$ cat config.mk
export PLATFORM = sky130hd
export DESIGN_NAME = rep3_serial_tx
export DESIGN_NICKNAME = d
export VERILOG_FILES = /design/src/rtl/rep3_serial_tx.sv
export SDC_FILE = /design/constraint.sdc
export NUM_CORES = 1
export LEC_CHECK = 0
export BUFFER_PORTS_ARGS = -buffer_cell sky130_fd_sc_hd__buf_4
export CAP_MARGIN = 20
export CELL_PAD_IN_SITES_DETAIL_PLACEMENT = 1
export CELL_PAD_IN_SITES_GLOBAL_PLACEMENT = 1
export CORE_MARGIN = 3
export CORE_UTILIZATION = 35
export DETAILED_ROUTE_END_ITERATION = 8
export PLACE_DENSITY = 0.73
export SLEW_MARGIN = 10
export SYNTH_ARGS = -nofsm -noshare
export SYNTH_HDL_FRONTEND = slang
export SYNTH_SLANG_ARGS = --single-unit
$ cat constraint.sdc
create_clock -name CLK -period 2 [get_ports CLK]
set_input_delay 0.4 -clock CLK [delete_from_list [all_inputs] [get_ports CLK]]
set_output_delay 0.4 -clock CLK [all_outputs]
set_load 0.02 [all_outputs]
$ cat src/rtl/rep3_serial_tx.sv
// Serial transmitter for a repetition line code: start, data LSB-first and stop bits
// are each sent as REP identical chips, every chip held for CLKS_PER_CHIP cycles.
module rep3_serial_tx #(
  parameter int DATA_W        = 8,
  parameter int REP           = 3,
  parameter int CLKS_PER_CHIP = 1
) (
  input  logic              CLK,
  input  logic              RST_N,
  input  logic [DATA_W-1:0] DIN,
  input  logic              DIN_VALID,
  output logic              DIN_READY,
  output logic              TXD,
  output logic              BUSY,
  output logic              FRAME_DONE
);

  localparam int DIV_W = (CLKS_PER_CHIP > 1) ? $clog2(CLKS_PER_CHIP) : 1;
  localparam int REP_W = (REP > 1) ? $clog2(REP) : 1;
  localparam int BIT_W = (DATA_W > 1) ? $clog2(DATA_W) : 1;

  localparam logic [DIV_W-1:0] DIV_MAX = DIV_W'(CLKS_PER_CHIP - 1);
  localparam logic [REP_W-1:0] REP_MAX = REP_W'(REP - 1);
  localparam logic [BIT_W-1:0] BIT_MAX = BIT_W'(DATA_W - 1);

  if ((REP < 1) || ((REP % 2) == 0)) begin : g_bad_rep
    $error("rep3_serial_tx: REP must be odd and >= 1");
  end
  if (CLKS_PER_CHIP < 1) begin : g_bad_cpc
    $error("rep3_serial_tx: CLKS_PER_CHIP must be >= 1");
  end
  if (DATA_W < 1) begin : g_bad_dw
    $error("rep3_serial_tx: DATA_W must be >= 1");
  end

  typedef enum logic [1:0] {
    S_IDLE  = 2'd0,
    S_START = 2'd1,
    S_DATA  = 2'd2,
    S_STOP  = 2'd3
  } state_t;

  state_t            state_q, state_d;
  logic [DIV_W-1:0]  div_q, div_d;
  logic [REP_W-1:0]  rep_q, rep_d;
  logic [BIT_W-1:0]  bit_q, bit_d;
  logic [DATA_W-1:0] shreg_q, shreg_d;
  logic              txd_q, txd_d;
  logic              busy_q, busy_d;
  logic              ready_q, ready_d;
  logic              done_q, done_d;
  logic              bit_end_s;

  // Next-state, counter chain and registered-output computation
  always_comb begin
    state_d   = state_q;
    div_d     = div_q;
    rep_d     = rep_q;
    bit_d     = bit_q;
    shreg_d   = shreg_q;
    bit_end_s = 1'b0;

    if (state_q != S_IDLE) begin
      if (div_q == DIV_MAX) begin
        div_d = {DIV_W{1'b0}};
        if (rep_q == REP_MAX) begin
          rep_d     = {REP_W{1'b0}};
          bit_end_s = 1'b1;
        end else begin
          rep_d = rep_q + REP_W'(1);
        end
      end else begin
        div_d = div_q + DIV_W'(1);
      end
    end else begin
      div_d = {DIV_W{1'b0}};
      rep_d = {REP_W{1'b0}};
    end

    case (state_q)
      S_IDLE: begin
        if (DIN_VALID && ready_q) begin
          state_d = S_START;
          shreg_d = DIN;
          bit_d   = {BIT_W{1'b0}};
        end else begin
          state_d = S_IDLE;
        end
      end
      S_START: begin
        if (bit_end_s) begin
          state_d = S_DATA;
        end else begin
          state_d = S_START;
        end
      end
      S_DATA: begin
        if (bit_end_s) begin
          // Shift so that shreg_d[0] is always the bit being sent next
          shreg_d = shreg_q >> 1;
          if (bit_q == BIT_MAX) begin
            bit_d   = {BIT_W{1'b0}};
            state_d = S_STOP;
          end else begin
            bit_d = bit_q + BIT_W'(1);
          end
        end else begin
          state_d = S_DATA;
        end
      end
      S_STOP: begin
        if (bit_end_s) begin
          state_d = S_IDLE;
        end else begin
          state_d = S_STOP;
        end
      end
      default: begin
        state_d = S_IDLE;
      end
    endcase

    case (state_d)
      S_START: txd_d = 1'b0;
      S_DATA:  txd_d = shreg_d[0];
      default: txd_d = 1'b1;
    endcase
    busy_d  = (state_d != S_IDLE);
    ready_d = (state_d == S_IDLE);
    done_d  = (state_q == S_STOP) && (state_d == S_IDLE);
  end

  // State, counters, shift register and output flops with synchronous reset
  always_ff @(posedge CLK) begin
    if (!RST_N) begin
      state_q <= S_IDLE;
      div_q   <= {DIV_W{1'b0}};
      rep_q   <= {REP_W{1'b0}};
      bit_q   <= {BIT_W{1'b0}};
      shreg_q <= {DATA_W{1'b0}};
      txd_q   <= 1'b1;
      busy_q  <= 1'b0;
      ready_q <= 1'b1;
      done_q  <= 1'b0;
    end else begin
      state_q <= state_d;
      div_q   <= div_d;
      rep_q   <= rep_d;
      bit_q   <= bit_d;
      shreg_q <= shreg_d;
      txd_q   <= txd_d;
      busy_q  <= busy_d;
      ready_q <= ready_d;
      done_q  <= done_d;
    end
  end

  assign TXD        = txd_q;
  assign BUSY       = busy_q;
  assign DIN_READY  = ready_q;
  assign FRAME_DONE = done_q;

endmodule

Word-level counts from Yosys, hierarchy flattened
Cells that the tools add are included.
- logic and storage cells: 50
- output and inout port bits: 4
- flip-flop bits (word level): 20
- reduce and logical (&&, ||, !) cells: 10
- equality and inequality tests: 9
- add/sub/neg operators: 3
- mux-type cells: 18
- operator list (operator ; count):
    8-bit 2-to-1 mux ; 2
    8-bit case mux with 2 select lines ; 1
    2-bit 2-to-1 mux ; 5
    3-bit 2-to-1 mux ; 3
    2-bit equality test, second input constant ; 4
    2-bit case mux with 4 select lines ; 1
    3-bit case mux with 2 select lines ; 1
    3-bit AND reduction ; 2
    2-bit nonzero test ; 3
    2-bit by 1-bit equality test with 1-bit output, second input constant ; 2
    2-bit logical NOT ; 2
    1-bit 2-to-1 mux ; 4
    2-bit != test, second input constant ; 2
    3-bit by 1-bit adder with 3-bit output, second input constant ; 1
    3-bit equality test, second input constant ; 1
    2-bit by 1-bit adder with 2-bit output, second input constant ; 1
    1-bit logical AND ; 2
    1-bit case mux with 2 select lines ; 1
    2-bit AND reduction ; 1
    1-bit adder, second input constant ; 1

Longest topological paths before layout
- depth in word-level cells: 8
- mapped depth: 6

Worst setup path before layout
OpenSTA, ideal clock, no wires.
- path type: register to register
- start: register ready_q (netlist: DIN_READY)
- end: register bit_q[0]
- buffers on the path: 1
- period minus slack after synthesis: 1781 ps
- cell stages (with the launch flop): 6
- setup slack: 219 ps
- arrival: 1711 ps
- cells stage by stage: dfxtp_1 > nor4bb_1 > o21ba_1 > buf_6 > or4_1 > a21boi_1
- word-level cells in the longest chain between the ends: 3
- RTL lines (item ; RTL line ; RTL):
    start: declaration ; 50 ; logic ready_q, ready_d;
    start signal: assignment ; 153 ; ready_q <= ready_d;
    1-bit logical AND ; 82 ; if (DIN_VALID && ready_q) begin
    2-bit != test (no line) ; n/a ;
    3-bit AND reduction (no line) ; n/a ;
    end signal: assignment ; 139 ; bit_q <= {BIT_W{1'b0}};
    end signal: assignment ; 149 ; bit_q <= bit_d;
    end: declaration ; 46 ; logic [BIT_W-1:0] bit_q, bit_d;
Every way passes these cells.
A chain may end at the register's enable or synchronous reset.

Worst setup path after layout
- start: register rep_q[1]
- end: register bit_q[0]
- word-level cells in the longest chain between the ends: 6
- RTL lines (item ; RTL line ; RTL):
    start: declaration ; 45 ; logic [REP_W-1:0] rep_q, rep_d;
    start signal: assignment ; 138 ; rep_q <= {REP_W{1'b0}};
    start signal: assignment ; 148 ; rep_q <= rep_d;
    2-bit equality test ; 66 ; if (rep_q == REP_MAX) begin
    1-bit 2-to-1 mux ; 66 ;
    1-bit 2-to-1 mux ; 64 ; if (div_q == DIV_MAX) begin
    1-bit 2-to-1 mux ; 63 ; if (state_q != S_IDLE) begin
    2-bit != test (no line) ; n/a ;
    3-bit AND reduction (no line) ; n/a ;
Every way passes these cells.

==> results by group <==
Outcome
  • Status: finished clean

Synth
  • Syn. warnings: 0
  • Synthesized area per cell: 9.357 um^2
  • Yosys cell types: 32
  • Mapped Nets: 107
  • Number of synthesized flops with an enable pin: 0
  • Yosys reg bits: 20
  • Syn Inst Count: 94
  • Post-synthesis sequential area ratio: 45.52%
  • Top FF cell, synth: dfxtp_1
  • Synth Cell Area: 879.6 um^2
  • Asr flop ratio synth: 0%

Timing
  • Final min period: 1745 ps
  • Slew Limit Fails: 0
  • Clock skew: 9.097 ps
  • RSZ-0062 raised after global routing: false
  • Setup TNS: 0 ps
  • Final Hold Vio Count: 0
  • Fmax: 573.2 MHz
  • Setup violations, final: 0
  • Fin crit share: 87.23%

Final layout
  • Ant diodes: 0
  • Most frequent cells in the layout: 20 x dfxtp_1, 18 x buf_4, 14 x nand2_1, 9 x a21boi_0, 6 x a22oi_1
  • Share of cells above drive strength 1: 26.13%
  • Commonest non-fill, non-tap cell in the layout: dfxtp_1
  • Finished Layout Cells: 139
  • Fill cell total of the finished layout: 279
  • Nets: 125
  • Synth-to-Final Area Change: 20.20%

Critical path
  • WP data arrival: 1990 ps
  • Worst setup SP type: flip-flop
  • Crit Path Max Fanout: 8
  • Worst R2R Path Depth: 4
  • Worst path required time: 2240 ps
  • Crit Path Category: reg -> reg
  • Crit. End Element: flip-flop

Floorplan
  • Cell row count: 17
  • Chip height: 56.13 um
  • Initial core utilization: 38.29%
  • Ports: 15
  • Die footprint: 3151 um^2
  • Core Region: 2297 um^2
  • Die X-Extent: 56.13 um

Power and ir drop
  • Peak supply drop: 0.0004030 V
  • Total power: 0.7822 mW
  • LEAKAGE: 0.4293 nW
  • Power per cell area: 739.9 nW/um^2

CTS
  • CTS HTree Levels: 1
  • Num CTS Buffers: 3
  • # resized after CTS: 0
  • Clk sink count: 20
  • Max clock buf depth: 2
  • Skew-Pair Late Insertion Delay: 300 ps
  • CTS tree: done
  • Cts hold-fix bufs: 0
  • Setup bufs post-CTS: 0
  • CTS clk-pin slew, worst paths: 110 ps
  • Root Driver: clkbuf_4

Hold path
  • Hold Crit Depth: 3
  • Min-Delay Path Class: in -> reg

Drt
  • Final wirelength: 1880 um
  • Vias per cell: 5.122
  • First-pass detailed-route iteration total: 2
  • Post-route DRC violation count: 0
  • Avg WL per Cell: 13.53 um
  • Via count: 712
  • First DRT Iteration DRCs: 4
  • Final ANT Viol Nets: 0

Run
  • Max Cap Viol: 0

Placement
  • Gpl congestion: 0.6604
  • Dpl cells: 135
  • Post-DP HPWL: 1397 um
  • # port buffers: 14

GRT
  • Total track usage: 13.49%
  • First-pass GRT wire length: 3339 um
  • Vias in the first global route: 764
  • Grt total ovfl: 0
  • Pin count of the biggest net entering global routing: 19
  • Initial antenna violation count: 0
==> registers in the layout, summed over array words and instances, names as in the netlist <==
signal and cells:
DIN_READY 1, div_q 1, TXD 1, shreg_q 8, rep_q 2, BUSY 1, state_q 2, FRAME_DONE 1
bit_q 3
==> final timing paths <==
path	start	slack (ps)	end
min reg2reg	shreg_q[1]	470	shreg_q[1]
min	DIN[7]	350	shreg_q[7]
max reg2reg	rep_q[1]	260	bit_q[0]
max	rep_q[1]	260	bit_q[0]
==> synthesized netlist by cell type (2+ instances only) <==
cell	number	area share (%)
nand2_1	14	6.0
a21oi_1	4	2.3
a21boi_0	9	7.7
buf_2	2	1.1
o21ai_0	2	1.1
nor2_1	5	2.1
ha_1	2	2.8
dfxtp_1	20	46
clkbuf_1	2	0.85
a22oi_1	6	5.1
or3b_2	3	3.0
nor2b_1	3	2.1
and4bb_2	2	2.8
nand3_1	2	1.1
==> area by class of cell <==
type	count	area, um^2	area share [%]
multi-input cells	68	446.7	42.25
repair buffers	18	135.1	12.78
well taps	28	35.03	3.314
flip-flops and latches	20	400.4	37.87
inverters	1	3.754	0.3550
clock buffers	4	36.28	3.432
==> where the power goes <==
part | switching (mW) | total, mW | internal, mW
Clock | 0.120 | 0.231 | 0.111
Sequential | 0.0146 | 0.436 | 0.421
Combinational | 0.0567 | 0.115 | 0.0584
==> critical path, stage by stage (launching register included) <==
cell,delay [ps]
dfxtp_1,420
or3b_4,420
o21ba_1,280
or4_1,420
a21boi_1,160
==> cells by family (layout without fill, tap and decap cells) <==
group                    count (synthesis)  count (layout)  synth area share, %
AO/OA/AOI/OAI                           27              27                22.48
XOR/XNOR                                 1               1               0.9959
buffers and inverters                    6              23                3.698
AND/OR/NAND/NOR                         37              37                24.04
other                                    1               1               0.4263
flip-flops                              20              20                45.52
adder cells (fa/ha/maj)                  2               2                2.844
==> stage by stage <==
| stage | utilization, % | setup WS [ps] | instance area, um^2 | hold WS, ps |
|---|---|---|---|---|
| 6_report | 46.02 | 255.5 | 1057 | 345.7 |
| 5_1_grt | 46.02 | 137.2 | 1057 | 325.8 |
| 4_1_cts | 46.02 | 238.8 | 1057 | 329.1 |
| 3_5_place_dp | 44.44 | 277.9 | 1021 | 459.1 |
| 3_3_place_gp | 44.44 | 337.8 | 1021 | 452.2 |
| 2_1_floorplan | - | 219.4 | 879.6 | 443.0 |
==> layer usage <==
layer | part of all wire, % | up-vias | track usage [%] | wire length (um)
met3 | 3.4 | 4 | 3.248 | 64
met1 | 48 | 333 | 16.08 | 893
met5 | 0 | - | 0 | 0
li1 | - | 365 | - | -
met4 | 1.9 | 0 | 7.797 | 36
met2 | 47 | 10 | 21.87 | 886
Power figures use the tool's default switching activity.
